$ cat src/rtl/adc_spi_capture.sv
// rtl/adc_spi_capture.sv - multi-channel SPI ADC frame capture with single-shot and continuous modes
//
// Ports:
//   clk        in   single clock, rising edge
//   rst        in   synchronous active-high reset
//   start      in   single-shot conversion request (honoured only when idle)
//   cont_en    in   continuous conversion enable
//   sdo        in   [NUM_CH] serial data, one line per ADC
//   cs_n       out  shared chip select, active low
//   sck        out  shared serial clock, idles high
//   data       out  [NUM_CH*DATA_W] results, channel c at [c*DATA_W +: DATA_W]
//   data_valid out  one-cycle pulse when data updates
//   busy       out  high whenever not idle
//   overrun    out  one-cycle pulse for a dropped start
module adc_spi_capture #(
    parameter int NUM_CH    = 1,
    parameter int DATA_W    = 12,
    parameter int FRAME_LEN = 16,
    parameter int LEAD_BITS = 2,
    parameter int CLK_DIV   = 1,
    parameter int QUIET_CYC = 2
) (
    input  logic                       clk,
    input  logic                       rst,
    input  logic                       start,
    input  logic                       cont_en,
    input  logic [NUM_CH-1:0]          sdo,
    output logic                       cs_n,
    output logic                       sck,
    output logic [NUM_CH*DATA_W-1:0]   data,
    output logic                       data_valid,
    output logic                       busy,
    output logic                       overrun
);

    localparam int BIT_W = $clog2(FRAME_LEN + 1);
    localparam int DIV_W = (CLK_DIV > 1) ? $clog2(CLK_DIV) : 1;
    localparam int QC_W  = (QUIET_CYC > 1) ? $clog2(QUIET_CYC) : 1;

    typedef enum logic [1:0] {
        IDLE  = 2'd0,
        FRAME = 2'd1,
        QUIET = 2'd2
    } state_t;

    state_t                     state;
    state_t                     state_d;
    logic [DIV_W-1:0]           div_cnt;
    logic [BIT_W-1:0]           bit_cnt;
    logic [QC_W-1:0]            q_cnt;
    logic [NUM_CH*DATA_W-1:0]   shreg;
    logic                       sck_q;
    logic                       toggle;
    logic                       fall;
    logic                       frame_end;
    logic                       quiet_end;
    logic                       capture;

    always_comb begin
        toggle    = (state == FRAME) && (div_cnt == DIV_W'(CLK_DIV - 1));
        fall      = toggle && sck_q;
        // After the last falling edge bit_cnt equals FRAME_LEN; the rising
        // toggle that follows closes the frame so it ends with sck high.
        frame_end = toggle && !sck_q && (bit_cnt == BIT_W'(FRAME_LEN));
        quiet_end = (state == QUIET) && (q_cnt == QC_W'(QUIET_CYC - 1));
        capture   = fall && (bit_cnt >= BIT_W'(LEAD_BITS))
                         && (bit_cnt <  BIT_W'(LEAD_BITS + DATA_W));

        state_d = state;
        case (state)
            IDLE:    if (start || cont_en) state_d = FRAME;
            FRAME:   if (frame_end)        state_d = QUIET;
            QUIET:   if (quiet_end)        state_d = cont_en ? FRAME : IDLE;
            default:                       state_d = IDLE;
        endcase

        cs_n = (state != FRAME);
        busy = (state != IDLE);
        sck  = sck_q;
    end

    always_ff @(posedge clk) begin
        if (rst) begin
            state      <= IDLE;
            sck_q      <= 1'b1;
            div_cnt    <= '0;
            bit_cnt    <= '0;
            q_cnt      <= '0;
            shreg      <= '0;
            data       <= '0;
            data_valid <= 1'b0;
            overrun    <= 1'b0;
        end else begin
            state      <= state_d;
            data_valid <= frame_end;
            // A start seen outside IDLE is dropped unless continuous mode
            // already keeps the converter running.
            overrun    <= start && !cont_en && (state != IDLE);

            if (frame_end) data <= shreg;

            // Counters sit at zero outside FRAME so every frame starts clean.
            if (state != FRAME) begin
                sck_q   <= 1'b1;
                div_cnt <= '0;
                bit_cnt <= '0;
            end else if (toggle) begin
                sck_q   <= ~sck_q;
                div_cnt <= '0;
                if (sck_q) bit_cnt <= bit_cnt + 1'b1;
            end else begin
                div_cnt <= div_cnt + 1'b1;
            end

            if ((state == QUIET) && !quiet_end) q_cnt <= q_cnt + 1'b1;
            else                                q_cnt <= '0;

            if (capture) begin
                for (int c = 0; c < NUM_CH; c++) begin
                    shreg[c*DATA_W +: DATA_W] <= {shreg[c*DATA_W +: DATA_W-1], sdo[c]};
                end
            end
        end
    end

endmodule
$ cat config.mk
export PLATFORM = sky130hd
export DESIGN_NAME = adc_spi_capture
export DESIGN_NICKNAME = d
export VERILOG_FILES = /design/src/rtl/adc_spi_capture.sv
export SDC_FILE = /design/constraint.sdc
export NUM_CORES = 1
export LEC_CHECK = 0
export BUFFER_PORTS_ARGS = -buffer_cell sky130_fd_sc_hd__buf_2
export CAP_MARGIN = 10
export CORE_MARGIN = 2
export CORE_UTILIZATION = 50
export DETAILED_ROUTE_END_ITERATION = 12
export PLACE_DENSITY = 0.7
export SYNTH_ARGS = -nofsm -noshare
export SYNTH_HDL_FRONTEND = slang
export SYNTH_SLANG_ARGS = --single-unit
$ cat constraint.sdc
create_clock -name clk -period 3.5 [get_ports clk]
set_clock_uncertainty 0.2 [all_clocks]
set_input_delay 0.525 -clock clk [delete_from_list [all_inputs] [get_ports clk]]
set_output_delay 0.525 -clock clk [all_outputs]
set_load 0.05 [all_outputs]
Word level (Yosys, flattened, before mapping):

Index checks and enable logic that the tools add are counted.

* equality and inequality tests: 7
* $add $sub $neg: 3
* $lt $le $gt $ge: 2
* reductions and logical operators: 21
* multiplexer cells: 5
* bitwise gates (word level): 3

Operator list (number)
* 1-bit logical AND: 10
* 2-bit two-way mux: 3
* 2-bit != test (second input constant): 3
* 2-bit one-hot mux with 3 select lines: 1
* 5-bit by 1-bit adder with 5-bit output (second input constant): 1
* 5-bit equality test (second input constant): 1
* 5-bit by 2-bit greater-or-equal comparator with 1-bit output (second input constant): 1
* 5-bit by 4-bit less-than comparator with 1-bit output (second input constant): 1
* 2-bit OR reduction: 2
* 1-bit logical NOT: 3
* 1-bit inverter: 3
* 3-bit AND reduction: 1
* 3-bit OR reduction: 1
* 1-bit adder (second input constant): 2
* 2-bit by 1-bit equality test with 1-bit output (second input constant): 1
* 2-bit equality test (second input constant): 1
* 2-bit logical NOT: 1
* 2-bit by 1-bit != test with 1-bit output (second input constant): 1
* 2-bit AND reduction: 1
* 2-bit nonzero test: 1
* 1-bit logical OR: 1
* 1-bit two-way mux: 1

* logic and storage cells: 50
* register bits: 36
* input port bits: 5
* output and inout port bits: 17

Logic depth before layout (Yosys ltp):

* depth in word-level cells: 6
* mapped depth: 6
* mapped depth without buffers: 5

Worst setup path after synthesis:

OpenSTA, ideal clock, no wires.

* kind: reg-to-reg
* start point: reg sck_q (netlist: sck)
* end point: reg shreg[10]
* buffers on the path: 2
* setup time: 0.072 ns
* clock period less this slack: 2.014 ns
* stages on the path, launching flop included: 6
* slack: 1.486 ns
* data arrival time: 1.742 ns
* required time: 3.228 ns
* path through: dfxtp_1 > buf_4 > nand4bb_4 > a2111oi_4 > buf_6 > mux2i_1

* longest elaborated chain between the ends: 3

RTL lines
* start, declared: line 52 `logic sck_q;`
* start signal, assigned: line 108 `sck_q <= ~sck_q;`
* 1-bit logical AND: line 61 `fall = toggle && sck_q;`
* 1-bit logical AND: line 66 `capture = fall && (bit_cnt >= BIT_W'(LEAD_BITS))`
* 1-bit logical AND: line 67 `&& (bit_cnt < BIT_W'(LEAD_BITS + DATA_W));`
* end signal, assigned by index: line 120 `shreg[c*DATA_W +: DATA_W] <= {shreg[c*DATA_W +: DATA_W-1], sdo[c]};`
* end, declared: line 51 `logic [NUM_CH*DATA_W-1:0] shreg;`

Every way passes these cells.
A chain may end at the register's enable or synchronous reset.

Worst setup path in the final report:

* start point: reg sck_q (netlist: sck)
* end point: reg shreg[3]

Same word-level chain as after synthesis.

==> impl_metrics.ini <==
[cells_and_area]
stdcell_area_mm2 = 0.001794
fin_nets = 185
diodes = 0
stdcell_count = 222
layout_common_cells = 36 x dfxtp_1, 21 x buf_2, 17 x nand2_1
syn_to_final_growth_pct = 9.466
drive_gt1_frac = 0.2584
layout_commonest_cell = dfxtp_1
fill_cells = 281

[clocking]
htreeDepth = 2
cts_sinks = 36
ctsHoldBuffers = 0
clkTransAtPathRegs_ns = 0.11
cts_tree = yes
post_cts_buffers = 0
cts_buffers = 5
cts.repair.resized = 0
worst_skew_pair.late_latency_ns = 0.34
cts-root-buf = clkbuf_4
clockBufferDepth = 2

[yosys]
synth_xor_area_frac = 0.005344
synthCells = 162
synth.top_cell.area_share = 0.4397
synthArstFlopShare = 0
avgSynthCellArea_um2 = 10.12
synth_nets = 170
synthAdderAreaFrac = 0.02290
synthTopCellsByArea = dfxtp_1 44%, mux2i_1 8.5%, o31ai_2 7.6%
yosysUniqueCellTypes = 39
ys.flop_type = dfxtp_1
synth.ff_latch_count = 36
synth_area_mm2 = 0.001639
ys_seq_area_frac = 0.4397
yosysWarnings = 0
synth-compound-area-share = 0.1695
synthSimpleGateAreaFrac = 0.2069
synth_top_family_by_area = simple AND/OR/NAND/NOR gates
netlist.top_cell.by_area = dfxtp_1
synth_edf_count = 0
synthMuxAreaShare = 0.08550

[outcome]
status = completed

[die]
dieHeight_um = 61.26
io_pins = 22
num_rows = 20
dieArea_mm2 = 0.003752
coreArea_mm2 = 0.003078
start_util = 0.5325
fp.dieW_um = 61.26

[pwr]
p_per_area_mw_per_mm2 = 415.7
p_total_uw = 745.9
peakVddDrop_v = 0.0002009
p_leak_nw = 0.6393

[drt]
wl_per_cell_um = 13.94
drt-vias-per-instance = 5.396
wl_um = 3095
drc_errors = 0
drtIter0Drc = 87
dr.pass1.iters = 4
ant_nets = 0
vias = 1198

[setup_path]
cp.arrival_ns = 2.37
critPathMaxFanout = 14
worstSetupStartpointType = register
ff2ff_setup_slack_ns = 1.19
reg2regPathDepth = 4
cp_data_required_time_ns = 3.57
crit_type = reg2reg
end_kind = register

[sta]
fmax_ghz = 0.4337
setup_tns_ns = 0
relSlewSlack = 0.2915
worst_slew_pin_slew_ns = 1.048
period_minus_slack_ns = 2.306
hold_violations = 0
final-setup-viol-count = 0
drv_slew = 0
rsz0062_at_grt = false
period_share = 0.6588

[global_route]
antenna_found_initial = 0
grt_pass1_wl_um = 5285
grt_pass1_vias = 1135
grt_max_degree = 17
grt-ovfl-total = 0
grt_use_total = 0.1954

[place]
gp_congestion = 0.7982
dp_cells = 214
placedInstanceArea_mm2 = 0.001718
port_buffers = 21
place.detailed.hpwl_um = 2198

[worst_hold_path]
whs_path_depth = 3
hold_path.class = in2reg

[run]
drv_cap = 0
[synth_stat cells, types with 2 or more instances]
cell type,n
ha_1,3
buf_2,4
inv_1,6
nand4_1,14
mux2i_1,14
nand2b_1,4
dfxtp_1,36
o31ai_1,2
nor2_1,4
nand2_1,17
o31ai_2,10
clkbuf_1,3
buf_4,2
buf_6,3
a21oi_1,16
[logic make-up (layout without fill, tap and decap cells)]
family | Yosys count | after routing
AND/OR/NAND/NOR | 54 | 54
flip-flops | 36 | 36
AO/OA/AOI/OAI | 33 | 33
buffers and inverters | 20 | 36
multiplexers | 14 | 14
adder cells (fa/ha/maj) | 3 | 3
other | 1 | 1
XOR/XNOR | 1 | 1
[report_power, final]
group	switching (mW)	internal (mW)	leakage [nW]
combinational	0.0300	0.0125	0.306
clock	0.137	0.150	0.0422
sequential	0.00423	0.412	0.291
total	0.172	0.574	0.639
[area by class of cell]
| class | count | area (µm²) | area share |
|---|---|---|---|
| Inverter | 6 | 22.52 | 0.01255 |
| Clock buffer | 6 | 41.29 | 0.02301 |
| Clock inverter | 2 | 35.03 | 0.01953 |
| Timing Repair Buffer | 22 | 112.6 | 0.06276 |
| Multi-Input combinational cell | 106 | 807.0 | 0.4498 |
| Tap cell | 44 | 55.05 | 0.03068 |
| Sequential cell | 36 | 720.7 | 0.4017 |
[registers in the layout, indices dropped and copies added, names as in the netlist]
signal      count
bit_cnt         5
sck             1
data_valid      1
q_cnt           1
div_cnt         1
state           2
shreg          12
data           12
overrun         1
[worst max-delay path: stages (launching register included)]
cell,delay (ns)
dfxtp_1,0.40
buf_4,0.27
nand4bb_4,0.16
a2111oi_4,0.91
mux2i_1,0.30
[per-layer routing]
layer	track usage	share of wire	vias to the layer above
met5	0	0	-
met4	0.06522	0.0026	0
met3	0.06933	0.041	2
met2	0.3009	0.46	21
met1	0.2555	0.50	562
li1	-	-	613
[path summary, 6_finish.rpt]
kind              startpoint        to
setup / recovery         sck  shreg[3]
hold / removal           sdo  shreg[0]
setup reg to reg         sck  shreg[3]
hold reg to reg        q_cnt     q_cnt
[per-stage QoR]
| stage | hold slack, ns | utilization | setup WS [ns] |
|---|---|---|---|
| finish | 0.2247 | 0.5829 | 1.194 |
| global route | 0.2407 | 0.5829 | 1.064 |
| CTS | 0.2221 | 0.5829 | 1.198 |
| detailed placement | 0.2373 | 0.5581 | 1.244 |
| global placement | 0.2154 | 0.5581 | 1.358 |
| floorplan | 0.2052 | - | 1.486 |
No activity file was read; power rests on OpenSTA's default activity.
